===== src/rtl/pipe_pkg.sv =====
// Shared definitions for the pipelined data-memory arbiter.
package pipe_pkg;

  // Arbiter FSM encoding.
  typedef enum logic [2:0] {
    StIdle = 3'd0,
    StAccA = 3'd1,
    StAccB = 3'd2,
    StRspA = 3'd3,
    StRspB = 3'd4
  } state_e;

  // Identifies a requester; also the encoding of the last_grant register.
  typedef enum logic {
    PortA = 1'b0,
    PortB = 1'b1
  } port_e;

  // Upper address bits of the memory-mapped IO page; writes there never reach the RAM.
  localparam logic [23:0] IO_PAGE = 24'hffffff;

  // True when an address falls in the IO page.
  function automatic logic is_io_addr(input logic [31:0] addr);
    return addr[31:8] == IO_PAGE;
  endfunction

endpackage


===== src/rtl/pipe_rr_arb2.sv =====
// Two-way round-robin selector with its last_grant register.
module pipe_rr_arb2
  import pipe_pkg::*;
(
  input  logic ram_clock,
  input  logic resetn,
  input  logic req_a,
  input  logic req_b,
  input  logic upd_en,
  input  port_e upd_port,
  output logic grant_a,
  output logic grant_b,
  output port_e last_grant
);

  port_e last_grant_q;

  // A wins when alone, or on a tie when B was the last port served.
  always_comb begin
    grant_a = req_a & (~req_b | (last_grant_q == PortB));
    grant_b = req_b & ~grant_a;
  end

  // last_grant starts at B so that A wins the first tie after reset.
  always_ff @(posedge ram_clock or negedge resetn) begin
    if (!resetn) begin
      last_grant_q <= PortB;
    end else if (upd_en) begin
      last_grant_q <= upd_port;
    end
  end

  assign last_grant = last_grant_q;

endmodule


===== src/rtl/pipe_dmem_arbiter.sv =====
// Arbitrates two masters onto one synchronous-read data memory.
// Each access takes two cycles: ACC (address/write out, ack) then RSP (read data back).
module pipe_dmem_arbiter
  import pipe_pkg::*;
(
  input  logic        ram_clock,
  input  logic        resetn,
  input  logic        req_a,
  input  logic        we_a,
  input  logic [31:0] addr_a,
  input  logic [31:0] wdata_a,
  input  logic        req_b,
  input  logic        we_b,
  input  logic [31:0] addr_b,
  input  logic [31:0] wdata_b,
  output logic        ack_a,
  output logic        ack_b,
  output logic        rvalid_a,
  output logic        rvalid_b,
  output logic [31:0] rdata_a,
  output logic [31:0] rdata_b,
  output logic [31:0] mem_addr,
  output logic [31:0] mem_datain,
  output logic        mem_we,
  input  logic [31:0] mem_dataout,
  output logic        busy
);

  state_e state_q, state_d;

  logic [31:0] cap_addr_q;
  logic [31:0] cap_wdata_q;
  logic        cap_we_q;

  logic [31:0] rdata_a_q, rdata_b_q;
  logic        rvalid_a_q, rvalid_b_q;

  logic  arb_point;
  logic  grant_a, grant_b;
  logic  in_acc;
  port_e acc_port;
  port_e last_grant;

  // Arbitration happens only in IDLE and RSP; req inputs are masked during ACC.
  always_comb begin
    arb_point = (state_q == StIdle) || (state_q == StRspA) || (state_q == StRspB);
    in_acc    = (state_q == StAccA) || (state_q == StAccB);
    acc_port  = (state_q == StAccB) ? PortB : PortA;
  end

  pipe_rr_arb2 u_arb (
    .ram_clock  (ram_clock),
    .resetn     (resetn),
    .req_a      (req_a & arb_point),
    .req_b      (req_b & arb_point),
    .upd_en     (in_acc),
    .upd_port   (acc_port),
    .grant_a    (grant_a),
    .grant_b    (grant_b),
    .last_grant (last_grant)
  );

  // Next-state logic: ACC always lasts one cycle, RSP doubles as an arbitration slot.
  always_comb begin
    state_d = state_q;
    unique case (state_q)
      StIdle, StRspA, StRspB: begin
        if (grant_a) begin
          state_d = StAccA;
        end else if (grant_b) begin
          state_d = StAccB;
        end else begin
          state_d = StIdle;
        end
      end
      StAccA:  state_d = StRspA;
      StAccB:  state_d = StRspB;
      default: state_d = StIdle;
    endcase
  end

  // State register.
  always_ff @(posedge ram_clock or negedge resetn) begin
    if (!resetn) begin
      state_q <= StIdle;
    end else begin
      state_q <= state_d;
    end
  end

  // Capture the winning request on entry to ACC; held afterwards so the memory bus stays stable.
  always_ff @(posedge ram_clock or negedge resetn) begin
    if (!resetn) begin
      cap_addr_q  <= 32'h0;
      cap_wdata_q <= 32'h0;
      cap_we_q    <= 1'b0;
    end else if (arb_point && grant_a) begin
      cap_addr_q  <= addr_a;
      cap_wdata_q <= wdata_a;
      cap_we_q    <= we_a;
    end else if (arb_point && grant_b) begin
      cap_addr_q  <= addr_b;
      cap_wdata_q <= wdata_b;
      cap_we_q    <= we_b;
    end
  end

  // Read return: memory data is valid during RSP and is registered, giving rvalid the next cycle.
  always_ff @(posedge ram_clock or negedge resetn) begin
    if (!resetn) begin
      rdata_a_q  <= 32'h0;
      rdata_b_q  <= 32'h0;
      rvalid_a_q <= 1'b0;
      rvalid_b_q <= 1'b0;
    end else begin
      rvalid_a_q <= (state_q == StRspA) && !cap_we_q;
      rvalid_b_q <= (state_q == StRspB) && !cap_we_q;
      if ((state_q == StRspA) && !cap_we_q) begin
        rdata_a_q <= mem_dataout;
      end
      if ((state_q == StRspB) && !cap_we_q) begin
        rdata_b_q <= mem_dataout;
      end
    end
  end

  // Outputs decoded from state so that reset drops ack/mem_we immediately.
  always_comb begin
    ack_a      = (state_q == StAccA);
    ack_b      = (state_q == StAccB);
    mem_we     = in_acc && cap_we_q && !is_io_addr(cap_addr_q);
    mem_addr   = cap_addr_q;
    mem_datain = cap_wdata_q;
    busy       = (state_q != StIdle);
    rvalid_a   = rvalid_a_q;
    rvalid_b   = rvalid_b_q;
    rdata_a    = rdata_a_q;
    rdata_b    = rdata_b_q;
  end

  // last_grant is consumed inside the arbiter; exposed only for debug visibility.
  logic unused_last_grant;
  assign unused_last_grant = ^last_grant;

endmodule


===== config.mk =====
export PLATFORM = sky130hd
export DESIGN_NAME = pipe_dmem_arbiter
export DESIGN_NICKNAME = d
export VERILOG_FILES = /design/src/rtl/pipe_pkg.sv /design/src/rtl/pipe_rr_arb2.sv /design/src/rtl/pipe_dmem_arbiter.sv
export SDC_FILE = /design/constraint.sdc
export NUM_CORES = 1
export LEC_CHECK = 0
export CAP_MARGIN = 20
export CORE_MARGIN = 10
export CORE_UTILIZATION = 40
export CTS_CLUSTER_DIAMETER = 50
export CTS_CLUSTER_SIZE = 10
export DETAILED_ROUTE_END_ITERATION = 10
export GPL_TIMING_DRIVEN = 1
export PLACE_DENSITY_LB_ADDON = 0.08
export SLEW_MARGIN = 20
export SYNTH_ARGS = -nofsm -noshare
export SYNTH_HDL_FRONTEND = slang
export SYNTH_HIERARCHICAL = 1
export SYNTH_SLANG_ARGS = --single-unit
export TNS_END_PERCENT = 10

===== constraint.sdc =====
create_clock -name ram_clock -period 3.34 [get_ports ram_clock]
set_clock_uncertainty 0.15 [all_clocks]
set_input_delay 0.835 -clock ram_clock [delete_from_list [all_inputs] [get_ports ram_clock]]
set_output_delay 0.835 -clock ram_clock [all_outputs]
set_load 0.01 [all_outputs]

==> results of run 1 <==
## final cells by class
class / instances / area share [%]
timing repair buffer: 314 / 30.2
multi-input combinational: 292 / 29.3
clock buffer: 17 / 4.09
clock inverter: 15 / 1.24
antenna: 1 / 0.0240
sequential: 135 / 32.5
inverter: 1 / 0.0361
tap: 220 / 2.64
## final timing paths
kind | startpoint | to | slack, ns | cells past startpoint
worst max register to register | state_q[1]$_DFF_PN0_ | mem_addr[1]$_DFFE_PN0P_ | 0.25 | 9
worst min register to register | rdata_b[5]$_DFFE_PN0P_ | rdata_b[5]$_DFFE_PN0P_ | 0.35 | 1
min in group ram_clock | rdata_b[5]$_DFFE_PN0P_ | rdata_b[5]$_DFFE_PN0P_ | 0.35 | 1
worst max-delay path | mem_addr[24]$_DFFE_PN0P_ | mem_we | 0.21 | 4
max in group asynchronous | resetn | u_arb/last_grant$_DFFE_PN1P_ | 2.11 | 2
worst min-delay path | resetn | rdata_b[5]$_DFFE_PN0P_ | 0.16 | 1
## stage by stage
stage	cells	hold slack, ns	utilization, %	setup WS, ns	power, uW
3_3_place_gp	961	0.319	59.6	0.187	8870
6_report	995	0.158	63.0	0.207	10800
5_1_grt	995	0.160	63.0	0.0273	11400
3_5_place_dp	961	0.345	59.6	0.130	9070
2_1_floorplan	477	0.317	-	0.538	6440
4_1_cts	993	0.151	62.9	0.123	10900
## placed cells by master, fill, tap and decap left out, types with 2 or more instances in the layout
cell             netlist  routed
o221a_2               65      65
o21ai_2                2       2
mux2_2               127     127
a211o_1               65      65
inv_6                  0       7
and2_1                 2       2
mux2_1                 2       2
clkinvlp_4             0       3
nand4_1                6       6
inv_8                  0       2
buf_12                 0       3
nor3b_1                3       3
a21boi_4               0       2
nor2b_1                2       2
clkinv_4               0       2
clkdlybuf4s50_1        0     297
dfrtp_1              134     134
buf_4                 13      12
o21ai_4                0       2
clkbuf_16              0      17
## registers in the layout (all words and copies together), names as in the netlist, 3 cells and up
signal      flops
mem_addr       32
mem_datain     32
rdata_b        32
rdata_a        32
state_q         3
## what timing repair did
item                       4_1_cts  5_1_grt
setup endpoints to repair        1       27
cloned                           0        1
gates resized for setup          1        0
pin swaps                        0        1
## critical path: stages, from the launching register on
cell           delay, ns
dfrtp_1             0.41
nand4_1             0.13
or4_1               0.54
o311a_1             0.36
dlygate4sd2_1       0.30
## power by group
group | internal (uW) | switching (uW) | leakage (uW)
clock | 976 | 790 | 0.000266
combinational | 3540 | 2270 | 0.00238
sequential | 2500 | 669 | 0.00161
## cell families after synthesis
logic type / Yosys count / synth area share, %
DFF: 135 / 50.3
buffers and inverters: 51 / 5.06
and+or+nand+nor: 23 / 2.64
AOI/OAI and AO/OA: 139 / 20.4
muxes: 129 / 21.6
## metal layers
layer  up-vias  share of wire [%]
met5         -                  0
met3        27                8.1
met2       212                 51
met1      2791                 40
li1       2478                  -
met4         0                1.8
==> results.toml, run 1 <==
[die]
design.die.area_um2 = 22400
core_area_um2 = 16500
fp.dieH_um = 150
start_util_pct = 40.7
boundaryPins = 300
num_rows = 47
die_w_um = 150

[logic_synthesis]
ys_ff_latch = 135
yosys.area.top_type_share_pct = 49.9
synth_commonest_cells = "dfrtp_1 (134), mux2_2 (127), a211o_1 (65), o221a_2 (65), buf_2 (14)"
ys_seq_area_share_pct = 50.3
synth_edf_count = 0
syn-mean-instance-area_um2 = 14.1
ys_types = 33
synthCells = 477
synth.area.top_cells = "dfrtp_1 (50%), mux2_2 (21%), o221a_2 (11%)"
syn-num-nets = 643
yosysTopAreaCell = "dfrtp_1"
yosysWarnings = 6
async_flop_share_pct = 100
yosysMostFrequentCell = "dfrtp_1"
synthFlopType = "dfrtp_1"
syn_area_um2 = 6720

[detailed_routing]
routed_wl_mm = 23.2
vias = 5508
firstDrtPassIters = 4
vias_per_cell = 5.54
drc = 0
antenna_left = 0
drt-initial-drc-count = 293
avgRoutedWirePerCell_um = 23.3

[sta]
max_freq_ghz = 0.319
worst_pin_slew_ns = 0.820
period_needed_ns = 3.13
final_hold_viol_count = 0
finalCritPeriodShare_pct = 93.8
setup-violations-final = 0
relSlewSlack_pct = 45.3
slew_violations = 0
setup_tns_ns = 0
rsz0062_at_grt = "false"

[layout]
multi_input_area_um2 = 3050
layout-drive-gt1-share_pct = 32.7
final_nets = 927
area_growth_pct = 54.8
final_cell_area_um2 = 10400
n_fill_cell = 1284
seqCellArea_um2 = 3380

[grt]
grt_max_degree = 74
top_usage_layer = "met2"
grt_pass1_wl_mm = 34.9
grt_pass1_vias = 5953
grtUsageTotal_pct = 19.8
grt_overflow = 0
use_met1_pct = 23.2
met3_usage_pct = 6.76
grt_use_met2_pct = 33.1
antenna_found_initial = 1

[setup_path]
cp-end-kind = "output pin"
worstSetupPathType = "reg -> out"
start_kind = "flop"
arrival_ns = 2.15
worstPathRequired_ns = 2.35
crit_fanout = 4

[clock_network]
cts_tree = "yes"
path_clk_slew_ns = 0.07
cts.sinks = 135
cts-root-buf = "clkbuf_16"
clk_latency_ns = 0.41
cts_buffers = 17
htreeDepth = 4
post_cts.repair.setup_buffers = 0
cts.path.max_buffers = 2
hold_buffers = 0

[status]
run_status = "complete, no violations"

[pwr]
p_per_area_nw_per_um2 = 1030
vdd_drop_max_mv = 0.509
power.leakage_uw = 0.00426

[placement]
numPortBuffers = 299
hpwl_mm = 16.5
placedInstanceArea_um2 = 9850
routabilityCongestion = 0.775

[flow_run]
cap_viol_max_count = 0

[min_path]
hold_path.class = "in -> async"
No activity file was read; power rests on OpenSTA's default activity.
==> inputs of run 2 (changes only) <==
--- a/config.mk
+++ b/config.mk
@@ -6,7 +6,7 @@
 export NUM_CORES = 1
 export LEC_CHECK = 0
 export CAP_MARGIN = 20
-export CORE_MARGIN = 10
+export CORE_MARGIN = 1
 export CORE_UTILIZATION = 40
 export CTS_CLUSTER_DIAMETER = 50
 export CTS_CLUSTER_SIZE = 10
==> run 2 against run 1 <==
  * Critical path depth is the same
  * Total power up 1.0%
  * Core utilization up 0.39 points
  * Worst hold slack better by 0.053 ns
  * Largest cell class unchanged
  * Critical endpoint unchanged
  * Die area is 23% lower
  * Final area is 0.61% higher
  * Via count grew 0.25%
  * Non-clock buffer count did not move
  * Critical path type unchanged
==> results.toml, run 2 (synthesized netlist as in run 1, its figures left out) <==
[layout]
final_nets = 926
antenna_cells = 0
final_common_cell = "clkdlybuf4s50_1"
mostFrequentLayoutCells = "clkdlybuf4s50_1 (297), dfrtp_1 (133), mux2_2 (127)"
area_growth_pct = 55.8
layout-drive-gt1-share_pct = 32.7

[flow_run]
cap_viol_max_count = 0

[sta]
setup_ws_ns = 0.235
worst_pin_slew_ns = 0.832
final_hold_viol_count = 0
setup_tns_ns = 0
relSlewSlack_pct = 44.5
finalCritPeriodShare_pct = 93.0
period_needed_ns = 3.11
rsz0062_at_grt = "false"
max_freq_ghz = 0.322
slew_violations = 0
setup-violations-final = 0

[grt]
grt_pass1_wl_mm = 32.4
grt_overflow = 0
antenna_found_initial = 0
grt_max_degree = 67
grtUsageTotal_pct = 24.0
grt_pass1_vias = 5825

[placement]
dp_slack_ns = 0.196
routabilityCongestion = 0.788
numPortBuffers = 299
hpwl_mm = 13.7

[setup_path]
crit_fanout = 4
worstPathRequired_ns = 2.35
cp-end-kind = "output pin"
arrival_ns = 2.12
cp_top_family = "simple AND/OR/NAND/NOR gates"
slowest_stage = "or4_1"
start_kind = "flop"
cp_num_buf_inv = 1
worstSetupPathType = "reg -> out"
cp_slowest_stage_delay_ns = 0.54
path_cells = "nand4_1, or4_1, o311a_1, dlygate4sd2_1"

[pwr]
vdd_drop_max_mv = 0.482
p_per_area_nw_per_um2 = 1040
power.leakage_uw = 0.00430

[detailed_routing]
antenna_left = 0
firstDrtPassIters = 4
avgRoutedWirePerCell_um = 20.5
routed_wl_mm = 20.3
drc = 0
vias_per_cell = 5.56
drt-initial-drc-count = 306
vias = 5522

[die]
fp.dieH_um = 132
num_rows = 47
start_util_pct = 40.7
core_area_um2 = 16500
boundaryPins = 300
die_w_um = 132
design.die.area_um2 = 17300

[min_path]
hold_path.class = "in -> async"

[clock_network]
cts_buffers = 17
cts_tree = "yes"
cts.sinks = 135
cts-root-buf = "clkbuf_16"
cts.path.max_buffers = 2
clk_latency_ns = 0.41
htreeDepth = 4
path_clk_slew_ns = 0.07

[status]
run_status = "complete, no violations"
==> run 2: cell count changes in the layout (fill, tap and decap cells not counted), sizes merged <==
cell	change
bufinv	+3
inv	-2
clkbuf	+1
o21ai	-1
diode	-1
clkinvlp	-2
==> run 2: layout make-up <==
cell class                 count  area [um^2]
tap                          220          275
timing repair buffer         314         3140
multi-input combinational    291         3050
fill                        1286         6050
clock inverter                14          184
sequential                   135         3380
clock buffer                  18          439
inverter                       1         3.75
==> run 2: worst register-to-register path, cell delays in order, from the launching register on <==
cell and delay, ns:
dfrtp_1 0.55, o21ai_4 0.56, and2_1 0.29, a21boi_4 0.25, buf_4 0.28, o21a_2 0.21
buf_4 0.32, a211o_1 0.20, o221a_2 0.17
==> run 2: worst paths after layout <==
check / cells past startpoint / from / slack (ns) / endpoint
worst max-delay path: 4 / mem_addr[22]$_DFFE_PN0P_ / 0.23 / mem_we
worst min-delay path: 1 / resetn / 0.21 / rdata_a[28]$_DFFE_PN0P_
worst max register to register: 8 / state_q[0]$_DFF_PN0_ / 0.31 / mem_datain[12]$_DFFE_PN0P_
worst min register to register: 1 / rdata_b[5]$_DFFE_PN0P_ / 0.34 / rdata_b[5]$_DFFE_PN0P_
max in group asynchronous: 2 / resetn / 2.00 / mem_datain[26]$_DFFE_PN0P_
min in group ram_clock: 1 / rdata_b[5]$_DFFE_PN0P_ / 0.34 / rdata_b[5]$_DFFE_PN0P_
==> run 2: through the flow <==
step                instance area, um^2  utilization, %  instances  hold slack [ns]  total power [uW]
floorplan                          6720               -        477            0.317              6440
global placement                   9850            59.6        961            0.321              8750
detailed placement                 9850            59.6        961            0.332              8950
CTS                               10500            63.4        993            0.239             11000
global route                      10500            63.4        993            0.249             11500
finish                            10500            63.4        993            0.212             10900
==> run 2: power by group <==
part           internal (uW)  switching (uW)
registers               2500             649
logic                   3540            2190
clock network           1220             763
total                   7260            3610
==> run 2: per-layer routing <==
metal,up-vias,wire length [um],GRT usage [%]
met5,-,0,0
met4,0,701,11.2
met2,231,10000,39.7
met1,2767,8260,29.0
li1,2479,-,-
met3,45,1310,6.64
==> run 2: repair_timing <==
action / in CTS / in global routing
setup endpoints to repair: 1 / 0
hold buffers: 0 / 0
buffers inserted: 0 / 0
gates resized for setup: 2 / 0
